<file path="config.mk">
export PLATFORM = sky130hd
export DESIGN_NAME = scroll_scan_ctrl
export DESIGN_NICKNAME = d
export VERILOG_FILES = /design/src/rtl/scroll_scan_ctrl_pkg.sv /design/src/rtl/scroll_scan_ctrl_tick_div.sv /design/src/rtl/scroll_scan_ctrl.sv
export SDC_FILE = /design/constraint.sdc
export NUM_CORES = 1
export LEC_CHECK = 0
export CAP_MARGIN = 20
export CORE_UTILIZATION = 29
export CTS_CLUSTER_SIZE = 40
export DETAILED_ROUTE_END_ITERATION = 8
export PLACE_DENSITY = 0.55
export SLEW_MARGIN = 20
export SYNTH_ARGS = -nofsm -noshare
export SYNTH_HDL_FRONTEND = slang
export SYNTH_SLANG_ARGS = --single-unit
</file>
<file path="constraint.sdc">
create_clock -name clk -period 3.1 [get_ports clk]
set_input_delay 0.465 -clock clk [delete_from_list [all_inputs] [get_ports clk]]
set_output_delay 0.465 -clock clk [all_outputs]
set_load 0.02 [all_outputs]
</file>
<file path="src/rtl/scroll_scan_ctrl_pkg.sv">
// Shared types/constants for the scrolling display controller.
// Holds the run/stop state enum, anode-off pattern and offset width.
package scroll_scan_ctrl_pkg;

  typedef enum logic {
    ST_STOP = 1'b0,
    ST_RUN  = 1'b1
  } state_t;

  localparam logic [3:0] ANODE_OFF = 4'b1111;
  localparam int         OFS_W     = 4;

endpackage

</file>
<file path="src/rtl/scroll_scan_ctrl_tick_div.sv">
// Modulo-N counter: en advances, clr zeroes, tc pulses at N-1.
// Ports: clk, reset, en, clr in; cnt (count), tc (terminal) out.
module tick_div #(
  parameter  int N = 8,
  localparam int W = (N > 1) ? $clog2(N) : 1
) (
  input  logic         clk,
  input  logic         reset,
  input  logic         en,
  input  logic         clr,
  output logic [W-1:0] cnt,
  output logic         tc
);

  localparam logic [W-1:0] LAST = W'(N - 1);

  logic at_last;

  assign at_last = (cnt == LAST);
  assign tc      = en && at_last;

  always_ff @(posedge clk or posedge reset) begin
    if (reset) begin
      cnt <= '0;
    end else if (clr) begin
      cnt <= '0;
    end else if (en) begin
      cnt <= at_last ? '0 : cnt + 1'b1;
    end
  end

endmodule

</file>
<file path="src/rtl/scroll_scan_ctrl.sv">
// Scroll offset + 4-digit scan sequencer; offset commits on frame wrap.
// In: clk, reset, run, dir, step, load. Out: offset, digit_sel, anode, blank.
module scroll_scan_ctrl
  import scroll_scan_ctrl_pkg::*;
#(
  parameter int SCROLL_DIV = 50_000_000,
  parameter int SCAN_DIV   = 100_000,
  parameter int BLANK      = 1_000
) (
  input  logic             clk,
  input  logic             reset,
  input  logic             run,
  input  logic             dir,
  input  logic             step,
  input  logic             load,
  output logic [OFS_W-1:0] offset,
  output logic [1:0]       digit_sel,
  output logic [3:0]       anode,
  output logic             blank
);

  localparam int SCR_W =
    (SCROLL_DIV > 1) ? $clog2(SCROLL_DIV) : 1;
  localparam int SCN_W =
    (SCAN_DIV > 1) ? $clog2(SCAN_DIV) : 1;
  localparam logic [SCN_W-1:0] BLANK_C =
    SCN_W'(BLANK);

  state_t state_q;
  state_t state_d;

  logic             in_run;
  logic             scroll_tc;
  logic             scan_tc;
  logic [SCR_W-1:0] unused_scroll_cnt;
  logic [SCN_W-1:0] scan_cnt;
  logic             pending;
  logic             frame;
  logic             req;
  logic             commit;

  always_comb begin
    state_d = state_q;
    unique case (state_q)
      ST_STOP: if (run)  state_d = ST_RUN;
      ST_RUN:  if (!run) state_d = ST_STOP;
      default: state_d = ST_STOP;
    endcase
  end

  always_ff @(posedge clk or posedge reset) begin
    if (reset) state_q <= ST_STOP;
    else       state_q <= state_d;
  end

  assign in_run = (state_q == ST_RUN);

  // Prescaler is pinned at 0 outside RUN so a fresh
  // RUN entry always waits a full SCROLL_DIV period.
  tick_div #(.N(SCROLL_DIV)) u_scroll (
    .clk   (clk),
    .reset (reset),
    .en    (in_run),
    .clr   (load || !in_run),
    .cnt   (unused_scroll_cnt),
    .tc    (scroll_tc)
  );

  tick_div #(.N(SCAN_DIV)) u_scan (
    .clk   (clk),
    .reset (reset),
    .en    (1'b1),
    .clr   (1'b0),
    .cnt   (scan_cnt),
    .tc    (scan_tc)
  );

  always_ff @(posedge clk or posedge reset) begin
    if (reset)        digit_sel <= 2'd0;
    else if (scan_tc) digit_sel <= digit_sel + 2'd1;
  end

  assign frame  = scan_tc && (digit_sel == 2'd3);
  assign commit = frame && pending;
  assign req    = in_run ? scroll_tc : step;

  // A request landing on the committing edge is
  // dropped: pending is still 1 before that edge.
  always_ff @(posedge clk or posedge reset) begin
    if (reset)       pending <= 1'b0;
    else if (load)   pending <= 1'b0;
    else if (commit) pending <= 1'b0;
    else if (req)    pending <= 1'b1;
  end

  always_ff @(posedge clk or posedge reset) begin
    if (reset) begin
      offset <= '0;
    end else if (load) begin
      offset <= '0;
    end else if (commit) begin
      offset <= dir ? offset - 1'b1
                    : offset + 1'b1;
    end
  end

  always_comb begin
    blank = (scan_cnt < BLANK_C);
    anode = ANODE_OFF;
    if (!blank) begin
      anode = ~(4'b0001 << digit_sel);
    end
  end

endmodule
</file>
==> results.sh <==
export IMPL_fp_coreArea_sq_mm=0.00889
export IMPL_grt_pass1_wl_mm=9.83
export IMPL_synth_top_flop_cell="dfrtp_1"
export IMPL_regToRegStartpoint="u_scan.cnt[11]"
export IMPL_grt_use_total_pct=12.5
export IMPL_root_buffer="clkbuf_8"
export IMPL_avgViaCountPerCell=5.17
export IMPL_vias=2099
export IMPL_cts_hold_buffers=0
export IMPL_tightest_slew_ns=0.411
export IMPL_syn_avg_cell_area_sq_um=9.77
export IMPL_cpMostUsedCell="nand2_1"
export IMPL_r2r_end="offset[3]"
export IMPL_fin_nets=314
export IMPL_async_reset_ff_share_pct=100
export IMPL_clock_skew_ns=0.0164
export IMPL_portBuffers=16
export IMPL_syn_inst=277
export IMPL_seqCellArea_sq_mm=0.00128
export IMPL_syn2layout_area_growth_pct=14.8
export IMPL_first_global_vias=2010
export IMPL_grt_max_degree=27
export IMPL_firstDrtPassIters=4
export IMPL_synth_area_leaders="dfrtp_1, xnor2_1, xor2_1"
export IMPL_cts_resized_gates=0
export IMPL_finalMaxSlewViolations=0
export IMPL_ys_ff_latch=51
export IMPL_yosysTopAreaCellShare_pct=47.2
export IMPL_clock_latency_ns=0.30
export IMPL_worstPathRequired_ns=2.63
export IMPL_synth_nets=293
export IMPL_synth_most_common_cell="dfrtp_1"
export IMPL_drtAntennaViolNets=0
export IMPL_cp_max_fo=5
export IMPL_ys_warnings_count=0
export IMPL_outcome="finished clean"
export IMPL_fmax_mhz=360
export IMPL_max_stage_delay_ns=0.60
export IMPL_path_buf_inv=1
export IMPL_routedWlPerCell_microns=13.6
export IMPL_clock_sinks=51
export IMPL_num_rows=34
export IMPL_final_cells=406
export IMPL_cp_top_family="simple AND/OR/NAND/NOR gates"
export IMPL_cts_buffers=5
export IMPL_cts_buffer_depth=2
export IMPL_drive_gt1_share_pct=5.03
export IMPL_cp_arrival_ns=2.31
export IMPL_fp_dieW_microns=98.6
export IMPL_drv_cap=0
export IMPL_dp_hpwl_mm=3.97
export IMPL_fillers=893
export IMPL_r2r_slack_ns=0.84
export IMPL_synth_edf_count=0
export IMPL_place_gp_congestion=0.803
export IMPL_min_period_ns=2.78
export IMPL_finalSetupViolCount=0
export IMPL_ys_types=38
export IMPL_grt_overflow=0
export IMPL_cts_setup_buffers=0
export IMPL_die_area_sq_mm=0.00972
export IMPL_p_leak_nw=1.22
export IMPL_dp_slack_ns=0.623
export IMPL_critPathCaptureType="output pin"
export IMPL_cp_depth=5
export IMPL_startpoint="u_scan.cnt[11]"
export IMPL_drcViolationCount=0
export IMPL_holdWs_ns=0.392
export IMPL_hp_class="in -> async"
export IMPL_hold_viol_final=0
export IMPL_tritoncts="yes"
export IMPL_dp_cells=399
export IMPL_rsz0062_at_grt="false"
export IMPL_r2r_cells=4
export IMPL_initial_core_util_pct=30.4
export IMPL_max_vdd_ir_drop_v=0.000226
export IMPL_antenna_found_initial=0
export IMPL_slowest_stage="clkdlybuf4s50_1"
export IMPL_setup_tns_ns=0
export IMPL_diodes=0
export IMPL_multi_input_area_sq_mm=0.00137
export IMPL_finalPower_mw=1.17
export IMPL_ys_seq_area_share_pct=47.2
export IMPL_totalWireLength_mm=5.53
export IMPL_slew_headroom_pct=72.6
export IMPL_ys_top_cells_by_count="dfrtp_1, nor2_1, nand2_1"
export IMPL_yosysTopAreaCell="dfrtp_1"
export IMPL_h_tree_depth=2
export IMPL_ios=17
export IMPL_criticalPathCategory="reg -> out"
export IMPL_worst_slack_ns=0.323
export IMPL_cp_cell_sequence="or4_4 -> nor4_1 -> nand2_1 -> nand2_1 -> clkdlybuf4s50_1"
export IMPL_fin_crit_sh_pct=89.6
export IMPL_p_per_area_mw_per_mm2=378
export IMPL_drtIter0Drc=81
export IMPL_cp_start_kind="flip-flop"
export IMPL_dieHeight_microns=98.6
export IMPL_clk_pin_slew_ns=0.10
export IMPL_synth_area_sq_mm=0.00271
registers in the layout, summed over array words and instances, names as in the netlist:
register,cells
pending,1
u_scan.cnt,17
digit_sel,2
offset,4
in_run,1
u_scroll.cnt,26
stage by stage:
stage,cell area [sq um],utilization [%]
global placement,3000,33.8
CTS,3110,34.9
finish,3110,34.9
global route,3110,34.9
floorplan,2710,-
detailed placement,3000,33.8
worst max-delay path by stage:
stage,endpoint,slack [ns]
global placement,anode[3],0.66
finish,anode[1],0.32
detailed placement,anode[1],0.62
floorplan,offset[3],0.84
CTS,anode[1],0.30
global route,anode[1],0.11
final cells by class:
class	count	share of cell area, %
Clock inverter	1	0.967
Timing Repair Buffer	20	6.12
Sequential cell	51	41.1
Clock buffer	6	2.34
Tap cell	108	4.35
Multi-Input combinational cell	211	44.1
Inverter	9	1.09
cells in the final DEF, fill, tap and decap left out, types with 2 or more instances in the layout:
cell type	n
or4_4	2
xor2_1	14
ha_1	9
and2_1	5
xnor2_1	14
o21ai_0	13
or3_1	10
nor4b_1	2
clkdlybuf4s50_1	16
nor2b_1	2
nand2_1	21
nor4_1	6
a21oi_1	16
nor3_1	5
dfrtp_1	51
buf_4	4
inv_1	8
clkbuf_8	5
nand4_1	13
and3_1	4
a31oi_1	2
o31ai_1	3
or4_1	7
nand3_1	18
and4_1	7
nor2_1	25
kinds of logic after synthesis:
family	share of synthesized area (%)
adders and majority gates	4.90
and+or+nand+nor	27.7
buffers and inverters	2.40
AOI/OAI and AO/OA	8.37
muxes	0.416
DFF	47.2
xor gates and xnor gates	9.07
layer usage:
layer / global-route usage (%) / up-vias / part of all wire, %
li1: - / 1046 / -
met3: 2.34 / 4 / 2.5
met1: 17.5 / 1022 / 51
met5: 0 / - / 0
met4: 2.76 / 0 / 0.72
met2: 20.0 / 27 / 45
worst reg2reg max path: stages, from the launching register on:
cell	delay [ns]
dfrtp_1	0.42
or4_4	0.56
or4_4	0.56
nor4_4	0.29
mux2_1	0.34
power by group:
part / internal (mW) / total, mW / switching, mW / leakage (nW)
clock network: 0.237 / 0.464 / 0.226 / 0.0513
logic: 0.0133 / 0.0397 / 0.0264 / 0.470
registers: 0.667 / 0.670 / 0.00245 / 0.694
(Power assumes the default switching activity.)
